$ cat src/rtl/pico_sample_fifo_port_if.sv
// ---------------------------------------------------------------------------
// pico_sample_fifo_port_if
//
// Purpose:
//   Groups the producer handshake and the PacoBlaze I/O bus signals that
//   connect the sample FIFO peripheral to its surroundings.
//
// Signals:
//   sample_data   [31:0]  producer sample
//   sample_valid          producer offers sample_data this cycle
//   sample_ready          peripheral can accept a sample (not full)
//   port_id       [7:0]   processor port address
//   read_strobe           processor INPUT strobe
//   write_strobe          processor OUTPUT strobe
//   out_port      [7:0]   processor output data
//   in_port       [7:0]   registered read data back to the processor
//   interrupt             level interrupt request
//   interrupt_ack         processor interrupt acknowledge (one cycle)
//
// Modports:
//   master - the processor/producer side that drives requests
//   slave  - the peripheral side that answers them
// ---------------------------------------------------------------------------
interface pico_sample_fifo_port_if;
  logic [31:0] sample_data;
  logic        sample_valid;
  logic        sample_ready;
  logic [7:0]  port_id;
  logic        read_strobe;
  logic        write_strobe;
  logic [7:0]  out_port;
  logic [7:0]  in_port;
  logic        interrupt;
  logic        interrupt_ack;

  modport master (
    output sample_data,
    output sample_valid,
    output port_id,
    output read_strobe,
    output write_strobe,
    output out_port,
    output interrupt_ack,
    input  sample_ready,
    input  in_port,
    input  interrupt
  );

  modport slave (
    input  sample_data,
    input  sample_valid,
    input  port_id,
    input  read_strobe,
    input  write_strobe,
    input  out_port,
    input  interrupt_ack,
    output sample_ready,
    output in_port,
    output interrupt
  );
endinterface

$ cat src/rtl/pico_sample_fifo_port.sv
// ---------------------------------------------------------------------------
// pico_sample_fifo_port
//
// Purpose:
//   Port-mapped PacoBlaze peripheral that buffers 32-bit samples from a
//   fabric producer in a small circular FIFO and presents the head sample
//   to the processor as four byte-wide input ports plus a status port.
//   A level interrupt is raised whenever a sample is accepted and dropped
//   again on interrupt_ack.
//
// Parameters:
//   DEPTH   FIFO depth in 32-bit entries (power of two, 2..16)
//
// Ports:
//   clk     system clock, everything on the rising edge
//   reset   synchronous active-high reset
//   bus     slave side of pico_sample_fifo_port_if (producer handshake,
//           processor I/O bus, interrupt request/acknowledge)
//
// Port map (read):
//   8'h00 head[7:0]   8'h01 head[15:8]   8'h02 head[23:16]
//   8'h04 head[31:24] (a strobed read here pops the head)
//   8'h08 status {ovf, full, empty, 1'b0, count[3:0]}
//   anything else reads 8'h00; data ports read 8'h00 while empty
//
// Port map (write):
//   8'h08 control: bit0 flushes the FIFO, bit7 clears the overflow flag
// ---------------------------------------------------------------------------
module pico_sample_fifo_port #(
  parameter int DEPTH = 8
) (
  input  logic                   clk,
  input  logic                   reset,
  pico_sample_fifo_port_if.slave bus
);

  // Pointer width indexes the storage; the count needs one extra bit so
  // that "completely full" is distinguishable from "empty".
  localparam int PW = $clog2(DEPTH);
  localparam int CW = PW + 1;

  localparam logic [7:0] PORT_BYTE0  = 8'h00;
  localparam logic [7:0] PORT_BYTE1  = 8'h01;
  localparam logic [7:0] PORT_BYTE2  = 8'h02;
  localparam logic [7:0] PORT_BYTE3  = 8'h04;
  localparam logic [7:0] PORT_STATUS = 8'h08;

  // Sample storage and FIFO bookkeeping
  logic [31:0]   mem_q [DEPTH];
  logic [PW-1:0] rptr_q, rptr_d;
  logic [PW-1:0] wptr_q, wptr_d;
  logic [CW-1:0] count_q, count_d;
  logic          ovf_q, ovf_d;
  logic          irqPend_q, irqPend_d;
  logic [7:0]    inPort_q, inPort_d;

  // Decoded events for this cycle
  logic          full;
  logic          empty;
  logic          ctrlWrite;
  logic          flush;
  logic          ovfClear;
  logic          pushAcc;
  logic          pushDrop;
  logic          popAcc;
  logic [31:0]   headWord;
  logic [3:0]    countNibble;
  logic [7:0]    statusByte;
  logic          unusedCtrlBits;

  assign full  = (count_q == CW'(DEPTH));
  assign empty = (count_q == '0);

  // Only bits 0 and 7 of the control byte mean anything.
  assign unusedCtrlBits = ^bus.out_port[6:1];

  // Control register decode. A flush overrides everything else in the same
  // cycle: a sample offered alongside it is thrown away silently and a pop
  // is meaningless once the pointers are being zeroed.
  assign ctrlWrite = bus.write_strobe && (bus.port_id == PORT_STATUS);
  assign flush     = ctrlWrite && bus.out_port[0];
  assign ovfClear  = ctrlWrite && bus.out_port[7];

  // A sample is taken only when there is room; an offer against a full FIFO
  // is dropped and recorded, even if a pop frees a slot on the same edge,
  // because sample_ready already told the producer "no" this cycle.
  assign pushAcc  = bus.sample_valid && !full && !flush;
  assign pushDrop = bus.sample_valid &&  full && !flush;

  // Software reads bytes 0..2 first and byte 3 last, so only the byte-3
  // read consumes the entry.
  assign popAcc = bus.read_strobe && (bus.port_id == PORT_BYTE3) && !empty && !flush;

  assign headWord = mem_q[rptr_q];

  // The status byte only has room for a 4-bit count. Smaller FIFOs are
  // zero-extended; a 16-deep FIFO wraps to 0 when full and relies on the
  // full bit instead.
  generate
    if (CW >= 4) begin : gCountWide
      assign countNibble = count_q[3:0];
    end else begin : gCountNarrow
      assign countNibble = {{(4 - CW){1'b0}}, count_q};
    end
  endgenerate

  assign statusByte = {ovf_q, full, empty, 1'b0, countNibble};

  // Next-state logic for pointers, count and the sticky flags. The pop and
  // push act on independent pointers, so when both happen the count simply
  // stays where it was.
  always_comb begin
    rptr_d    = rptr_q;
    wptr_d    = wptr_q;
    count_d   = count_q;
    ovf_d     = ovf_q;
    irqPend_d = irqPend_q;

    if (flush) begin
      rptr_d    = '0;
      wptr_d    = '0;
      count_d   = '0;
      irqPend_d = 1'b0;
      if (ovfClear) begin
        ovf_d = 1'b0;
      end
    end else begin
      if (pushAcc) begin
        wptr_d = wptr_q + PW'(1);
      end
      if (popAcc) begin
        rptr_d = rptr_q + PW'(1);
      end
      case ({pushAcc, popAcc})
        2'b10:   count_d = count_q + CW'(1);
        2'b01:   count_d = count_q - CW'(1);
        default: count_d = count_q;
      endcase

      // A fresh overflow outranks a same-cycle clear so the event is not
      // lost.
      if (ovfClear) begin
        ovf_d = 1'b0;
      end
      if (pushDrop) begin
        ovf_d = 1'b1;
      end

      // Likewise a new sample outranks an acknowledge landing on the same
      // edge, so the processor is always told about it.
      if (bus.interrupt_ack) begin
        irqPend_d = 1'b0;
      end
      if (pushAcc) begin
        irqPend_d = 1'b1;
      end
    end
  end

  // Read multiplexer. It is evaluated from the pre-edge head, so the byte-3
  // read that pops an entry still returns that entry's top byte.
  always_comb begin
    inPort_d = 8'h00;
    case (bus.port_id)
      PORT_BYTE0:  inPort_d = empty ? 8'h00 : headWord[7:0];
      PORT_BYTE1:  inPort_d = empty ? 8'h00 : headWord[15:8];
      PORT_BYTE2:  inPort_d = empty ? 8'h00 : headWord[23:16];
      PORT_BYTE3:  inPort_d = empty ? 8'h00 : headWord[31:24];
      PORT_STATUS: inPort_d = statusByte;
      default:     inPort_d = 8'h00;
    endcase
  end

  // Control state and the registered read data. Reset empties the FIFO by
  // zeroing the bookkeeping; the stored words are simply left stale.
  always_ff @(posedge clk) begin
    if (reset) begin
      rptr_q    <= '0;
      wptr_q    <= '0;
      count_q   <= '0;
      ovf_q     <= 1'b0;
      irqPend_q <= 1'b0;
      inPort_q  <= 8'h00;
    end else begin
      rptr_q    <= rptr_d;
      wptr_q    <= wptr_d;
      count_q   <= count_d;
      ovf_q     <= ovf_d;
      irqPend_q <= irqPend_d;
      inPort_q  <= inPort_d;
    end
  end

  // Storage has no reset so it can map onto distributed RAM.
  always_ff @(posedge clk) begin
    if (pushAcc && !reset) begin
      mem_q[wptr_q] <= bus.sample_data;
    end
  end

  assign bus.sample_ready = !full;
  assign bus.in_port      = inPort_q;
  assign bus.interrupt    = irqPend_q;

endmodule

$ cat src/flat_wrapper.sv
// flat-port wrapper written by rule: the top's interface ports become plain ports
module pico_sample_fifo_port_flat 
#(
  parameter int DEPTH = 8
)
  (clk, reset, bus_sample_data, bus_sample_valid, bus_port_id, bus_read_strobe, bus_write_strobe, bus_out_port, bus_interrupt_ack, bus_sample_ready, bus_in_port, bus_interrupt);
  pico_sample_fifo_port_if bus_i ();
  input  logic clk;
  input  logic reset;
  input wire logic [$bits(bus_i.sample_data)-1:0] bus_sample_data;
  input wire logic [$bits(bus_i.sample_valid)-1:0] bus_sample_valid;
  input wire logic [$bits(bus_i.port_id)-1:0] bus_port_id;
  input wire logic [$bits(bus_i.read_strobe)-1:0] bus_read_strobe;
  input wire logic [$bits(bus_i.write_strobe)-1:0] bus_write_strobe;
  input wire logic [$bits(bus_i.out_port)-1:0] bus_out_port;
  input wire logic [$bits(bus_i.interrupt_ack)-1:0] bus_interrupt_ack;
  output wire logic [$bits(bus_i.sample_ready)-1:0] bus_sample_ready;
  output wire logic [$bits(bus_i.in_port)-1:0] bus_in_port;
  output wire logic [$bits(bus_i.interrupt)-1:0] bus_interrupt;
  assign bus_i.sample_data = bus_sample_data;
  assign bus_i.sample_valid = bus_sample_valid;
  assign bus_i.port_id = bus_port_id;
  assign bus_i.read_strobe = bus_read_strobe;
  assign bus_i.write_strobe = bus_write_strobe;
  assign bus_i.out_port = bus_out_port;
  assign bus_i.interrupt_ack = bus_interrupt_ack;
  assign bus_sample_ready = bus_i.sample_ready;
  assign bus_in_port = bus_i.in_port;
  assign bus_interrupt = bus_i.interrupt;
  pico_sample_fifo_port #(.DEPTH(DEPTH)) u_core (.clk(clk), .reset(reset), .bus(bus_i));
endmodule
$ cat config.mk
export PLATFORM = sky130hd
export DESIGN_NAME = pico_sample_fifo_port_flat
export DESIGN_NICKNAME = d
export VERILOG_FILES = /design/src/rtl/pico_sample_fifo_port_if.sv /design/src/rtl/pico_sample_fifo_port.sv /design/src/flat_wrapper.sv
export SDC_FILE = /design/constraint.sdc
export NUM_CORES = 1
export LEC_CHECK = 0
export BUFFER_PORTS_ARGS = -buffer_cell sky130_fd_sc_hd__buf_2
export CAP_MARGIN = 20
export CORE_UTILIZATION = 45
export DETAILED_ROUTE_END_ITERATION = 10
export GPL_TIMING_DRIVEN = 0
export HOLD_SLACK_MARGIN = 0.05
export SYNTH_ARGS = -nofsm -noshare
export SYNTH_HDL_FRONTEND = slang
export SYNTH_SLANG_ARGS = --single-unit
$ cat constraint.sdc
create_clock -name clk -period 5.4 [get_ports clk]
set_input_delay 1.08 -clock clk [delete_from_list [all_inputs] [get_ports clk]]
set_output_delay 1.08 -clock clk [all_outputs]
set_load 0.02 [all_outputs]
==> summary.md, run 1 <==
| Metric | Value |
|---|---|
| Final nets | 686 |
| # DRC | 0 |
| Share of the synthesized area in the top cell type | 70.9% |
| CTS sink count | 279 |
| Achievable Freq | 306 MHz |
| Crit-path max FO | 6 |
| Commonest non-fill, non-tap cell in the layout | edfxtp_1 |
| Post-synthesis net count | 588 |
| FFs w/ async S/R, synth | 0% |
| Register area share after synthesis | 75.1% |
| Die Y | 157 µm |
| VDD IR max | 0.185 mV |
| Core area | 0.0235 mm² |
| Endpoint class of the critical path | flip-flop |
| PD cells | 342 mW/mm² |
| FF-to-FF setup slack | 2460 ps |
| Placed cell areas | 0.0118 mm² |
| Final period util | 60.5% |
| Clock Path Buffers | 3 |
| Final Critical Period | 3260 ps |
| CP Launch Type | input port |
| Skew final | 10.9 ps |
| Remaining global-route overflow | 0 |
| Global placer's final weighted congestion | 0.811 |
| Fraction of layout cells with a size suffix above 1 | 29.4% |
| Antenna-violating nets left | 0 |
| Clock tree root buffer cell | clkbuf_16 |
| Final hold violations | 0 |
| Number of synthesized flops with an enable pin | 256 |
| Max-slew violation count | 0 |
| Syn Area/Cell | 20.5 µm² |
| Final non-filler cell area | 0.0126 mm² |
| Initial Utilization | 46.1% |
| Routed wire length | 23200 µm |
| Die Span X | 157 µm |
| RSZ-0062 raised after global routing | false |
| Largest net degree at the start of global routing | 24 |
| Clock-pin slew on the worst setup and hold paths | 60 ps |
| Vias per Instance | 5.54 |
| P_leak | 0.00402 µW |
| Status | finished clean |
| Top Ports | 64 |
| Kind of critical path | input port to flip-flop |
| Setup Buffers After CTS | 0 |
| Worst EP arrival | 3730 ps |
| Initial antenna violation count | 1 |
| Relative slew slack | 46.9% |
| Post_cts resized | 0 |
| First-pass GRT wire length | 34700 µm |
| Cells after Synth | 529 |
| Top_reg_cell synth | edfxtp_1 |
| Tot GR Track Use | 19.6% |
| Drt wl/cell | 24.0 µm |
| Synth Register Bits | 279 |
| Die area | 0.0247 mm² |
| Drt first pass iters | 4 |
| Mapped Area | 0.0108 mm² |
| # port buffers | 54 |
| Starting DRC count in detailed routing | 409 |
| Hold buffer count at cts | 0 |
| Synth area leader | edfxtp_1 |
| TritonCTS clock tree | done |
| Syn-to-layout area delta | 16.6% |
| Worst min path class | flip-flop to flip-flop |
| Vias in the first global route | 5583 |
| Cell variety after synth | 49 |
| Synth warnings | 0 |
| Worst slack at placement | 1650 ps |
| Worst-skew pair later-pin latency | 540 ps |
| Dpl hpwl | 14900 µm |
| Actual slew at the worst max-slew pin | 794 ps |
| H-tree Lvls | 1 |
| Commonest cells after routing, fill and taps aside | 256 x edfxtp_1, 63 x buf_2, 59 x mux4_2, 29 x clkbuf_16, 26 x mux2i_1 |
| WP data required | 5870 ps |
| Vias | 5367 |
| Total CTS buffers | 28 |
| Top cells by area, synth | edfxtp_1 71%, mux4_2 12%, dfxtp_1 4.2% |
| Worst setup margin | 2140 ps |
| Num rows | 56 |
| Max Cap Viol | 0 |
| Final setup violation count | 0 |
[worst paths after layout]
path,start,endpoint,cells past startpoint
min,u_core.bus.interrupt,u_core.bus.interrupt,2
min reg2reg,u_core.bus.interrupt,u_core.bus.interrupt,2
max,bus_port_id[5],u_core.countNibble[2],11
max reg2reg,u_core.countNibble[1],u_core.mem_q[1][25],7
[stage by stage]
stage          TNS [ps]  cells  power, µW  util [%]  hold slack (ps)
5_1_grt               0    968       4440      53.7              514
2_1_floorplan         0    529       2500         -              458
4_1_cts               0    968       4350      53.7              475
6_report              0    969       4320      53.7              472
3_5_place_dp          0    916       2580      50.1              465
3_3_place_gp    -207800    902       2560      48.9              458
[cell type report]
type	count	area [µm²]
Buffer	23	138
Antenna cell	1	2.50
Inverter	3	11.3
Tap cell	319	399
Clock inverter	6	28.8
Timing Repair Buffer	68	495
Fill cell	1860	10900
Clock buffer	46	820
Multi-Input combinational cell	224	2600
Sequential cell	279	8150
[Yosys cell counts (all sizes together), types with 2 or more instances]
cell type    n
a221oi       3
xor2         7
inv          3
nor3         7
nand4        2
nand4b       4
clkbuf       6
and3         3
mux2         2
o32ai        2
nor4         2
nand3        5
a21o         2
mux4        64
a31oi        2
nand2b       4
nor2        31
dfxtp       23
a21oi       10
a22oi        2
mux2i       26
o22ai        8
o21ai        7
buf         17
ha           5
edfxtp     256
or3          3
nand2       10
[registers in the layout (all words and copies together) (netlist names), named ones only]
register and cells:
u_core.wptr_q 3, u_core.bus.in_port 8, u_core.bus.interrupt 1, u_core.ovf_q 1
u_core.countNibble 4, u_core.mem_q 256, u_core.rptr_q 3
[metal layers]
layer	GRT usage (%)	vias up	part of all wire, %
met1	26.6	2795	44
met5	0	-	0
li1	-	2404	-
met2	32.9	132	50
met4	5.27	0	2.1
met3	3.36	36	4.4
[report_power, final]
part           internal [µW]  switching [µW]  total [µW]  leakage [µW]
combinational           46.9            83.0         130       0.00111
clock                   1030             761        1790      0.000408
sequential              2390            11.7        2400       0.00250
total                   3470             855        4320       0.00402
[critical path, stage by stage]
cell      delay, ps
buf_2           100
nor4_1          480
nand4b_1        290
o21bai_1        410
ha_1            360
xor2_1          180
ha_1            170
a21oi_1          50
xor2_1          160
or3_1           310
a21oi_1         130
[cell families after synthesis]
group / synth area share (%)
XOR/XNOR: 0.565
buffers and inverters: 1.37
flip-flops: 75.1
multiplexers: 16.1
AO/OA/AOI/OAI: 2.56
adder cells (fa/ha/maj): 0.669
AND/OR/NAND/NOR: 3.62
No activity file was read; power rests on OpenSTA's default activity.
==> run 2: changes to the inputs <==
Clock period 5.4 ns to 3 ns, I/O delays scaled along.
==> run 2 against run 1 <==
Setup slack got worse by 2000 ps. Routed wire length fell by 3.0%. Sequential power rose by 80%.
==> summary.md, run 2 (synthesized netlist as in run 1, its figures left out) <==
| Metric | Value |
|---|---|
| Status | finished clean |
| Max reg flops | 256 |
| Clock-pin slew on the worst setup and hold paths | 60 ps |
| RSZ-0062 raised after global routing | false |
| Clock tree root buffer cell | clkbuf_16 |
| Antenna-violating nets left | 0 |
| Commonest cells after routing, fill and taps aside | 256 x edfxtp_1, 63 x buf_2, 59 x mux4_2, 29 x clkbuf_16, 26 x mux2i_1 |
| Slowest cell delay on critical path | 620 ps |
| Kind of critical path | flip-flop to flip-flop |
| Tot GR Track Use | 19.3% |
| Hold buffer count at cts | 0 |
| Worst R2R Path Depth | 6 |
| Relative slew slack | 44.5% |
| Routed wire length | 22500 µm |
| FF-to-FF setup slack | 100 ps |
| Largest net degree at the start of global routing | 24 |
| Worst hold margin | 325 ps |
| Global placer's final weighted congestion | 0.867 |
| PD cells | 616 mW/mm² |
| First-pass GRT wire length | 34100 µm |
| Drt first pass iters | 7 |
| Core area | 0.0235 mm² |
| Layout Utilization | 53.9% |
| Worst EP arrival | 3120 ps |
| # port buffers | 54 |
| Max Cap Viol | 0 |
| Worst Setup SP | u_core.countNibble[2] |
| Setup Buffers After CTS | 0 |
| Actual slew at the worst max-slew pin | 833 ps |
| Top reg by flops | u_core.mem_q |
| # DRC | 0 |
| Final non-filler cell area | 0.0127 mm² |
| Drt wl/cell | 23.5 µm |
| CP top delay family | simple AND/OR/NAND/NOR gates |
| Num rows | 56 |
| Final hold violations | 0 |
| Dpl hpwl | 14700 µm |
| Crit path cell chain | or4b_4 -> nand2_1 -> o21bai_1 -> or3b_2 -> nor2_4 -> buf_12 |
| Commonest non-fill, non-tap cell in the layout | edfxtp_1 |
| WP data required | 3210 ps |
| Remaining global-route overflow | 0 |
| Final period util | 96.8% |
| Die Y | 157 µm |
| Endpoint class of the critical path | flip-flop |
| Achievable Freq | 344 MHz |
| Starting DRC count in detailed routing | 372 |
| Critical path endpoint | u_core.mem_q[3][14] |
| Max-slew violation count | 0 |
| VDD IR max | 0.325 mV |
| FF-to-FF Start | u_core.countNibble[2] |
| Worst-skew pair later-pin latency | 540 ps |
| Die area | 0.0247 mm² |
| Post_cts resized | 0 |
| Die Span X | 157 µm |
| H-tree Lvls | 1 |
| Critical path depth | 6 |
| Worst path bufs/invs | 1 |
| Overall Power | 7820 µW |
| Skew final | 28.8 ps |
| Top Ports | 64 |
| Worst min path class | input port to flip-flop |
| Syn-to-layout area delta | 17.1% |
| Vias in the first global route | 5508 |
| CTS sink count | 279 |
| Crit-path max FO | 18 |
| Vias | 5345 |
| Placed cell areas | 0.0118 mm² |
| Fraction of layout cells with a size suffix above 1 | 29.5% |
| Final nets | 684 |
| Initial Utilization | 46.1% |
| CP Launch Type | flip-flop |
| Initial antenna violation count | 2 |
| Reg-to-Reg End | u_core.mem_q[3][14] |
| Final Critical Period | 2900 ps |
| CP max-delay cell | nor2_4 |
| Clock Path Buffers | 3 |
| Total CTS buffers | 28 |
| Placed insts | 914 |
| Fin cells | 961 |
| Final setup violation count | 0 |
| TritonCTS clock tree | done |
| Vias per Instance | 5.56 |
| Start point of the worst hold path | bus_sample_data[15] |
| P_leak | 0.00402 µW |
run 2: layout make-up:
type                            count  area, µm²
Antenna cell                        1       2.50
Buffer                             23        138
Clock buffer                       35        748
Clock inverter                     11       96.3
Fill cell                        1870      10800
Inverter                            3       11.3
Multi-Input combinational cell    224       2630
Sequential cell                   279       8150
Tap cell                          319        399
Timing Repair Buffer               66        531
run 2: worst min-delay path by stage:
stage / to / cells after the start
after floorplan: u_core.ovf_q / 2
after global placement: u_core.bus.interrupt / 2
after detailed placement: u_core.bus.interrupt / 2
after CTS: u_core.mem_q[0][31] / 1
after global routing: u_core.mem_q[6][28] / 1
final: u_core.mem_q[2][15] / 1
run 2: worst reg2reg max path, delay by kind of cell, from the launching register on:
| family | cells | cell delay, ps |
|---|---|---|
| AOI/OAI and AO/OA | 1 | 250 |
| buffers and inverters | 1 | 280 |
| DFF | 1 | 480 |
| and+or+nand+nor | 4 | 1560 |
run 2: routing by layer:
metal	share of wire [%]	GRT usage (%)
met5	0.058	0
met4	2.1	5.69
met3	5.8	2.95
met2	48	31.6
met1	44	26.9
run 2: power breakdown:
group / internal, µW / leakage [µW] / switching [µW] / total, µW
Sequential: 4300 / 0.00250 / 22.6 / 4330
Combinational: 94.2 / 0.00111 / 151 / 246
Clock: 1910 / 0.000412 / 1340 / 3250
run 2: metrics by stage:
| step | TNS [ps] | setup WS [ps] |
|---|---|---|
| after CTS | 0 | 122 |
| after floorplan | -98030 | -478 |
| after detailed placement | -6980 | -330 |
| after global routing | 0 | 2.67 |
| after global placement | -543670 | -2300 |
| final | 0 | 95.6 |
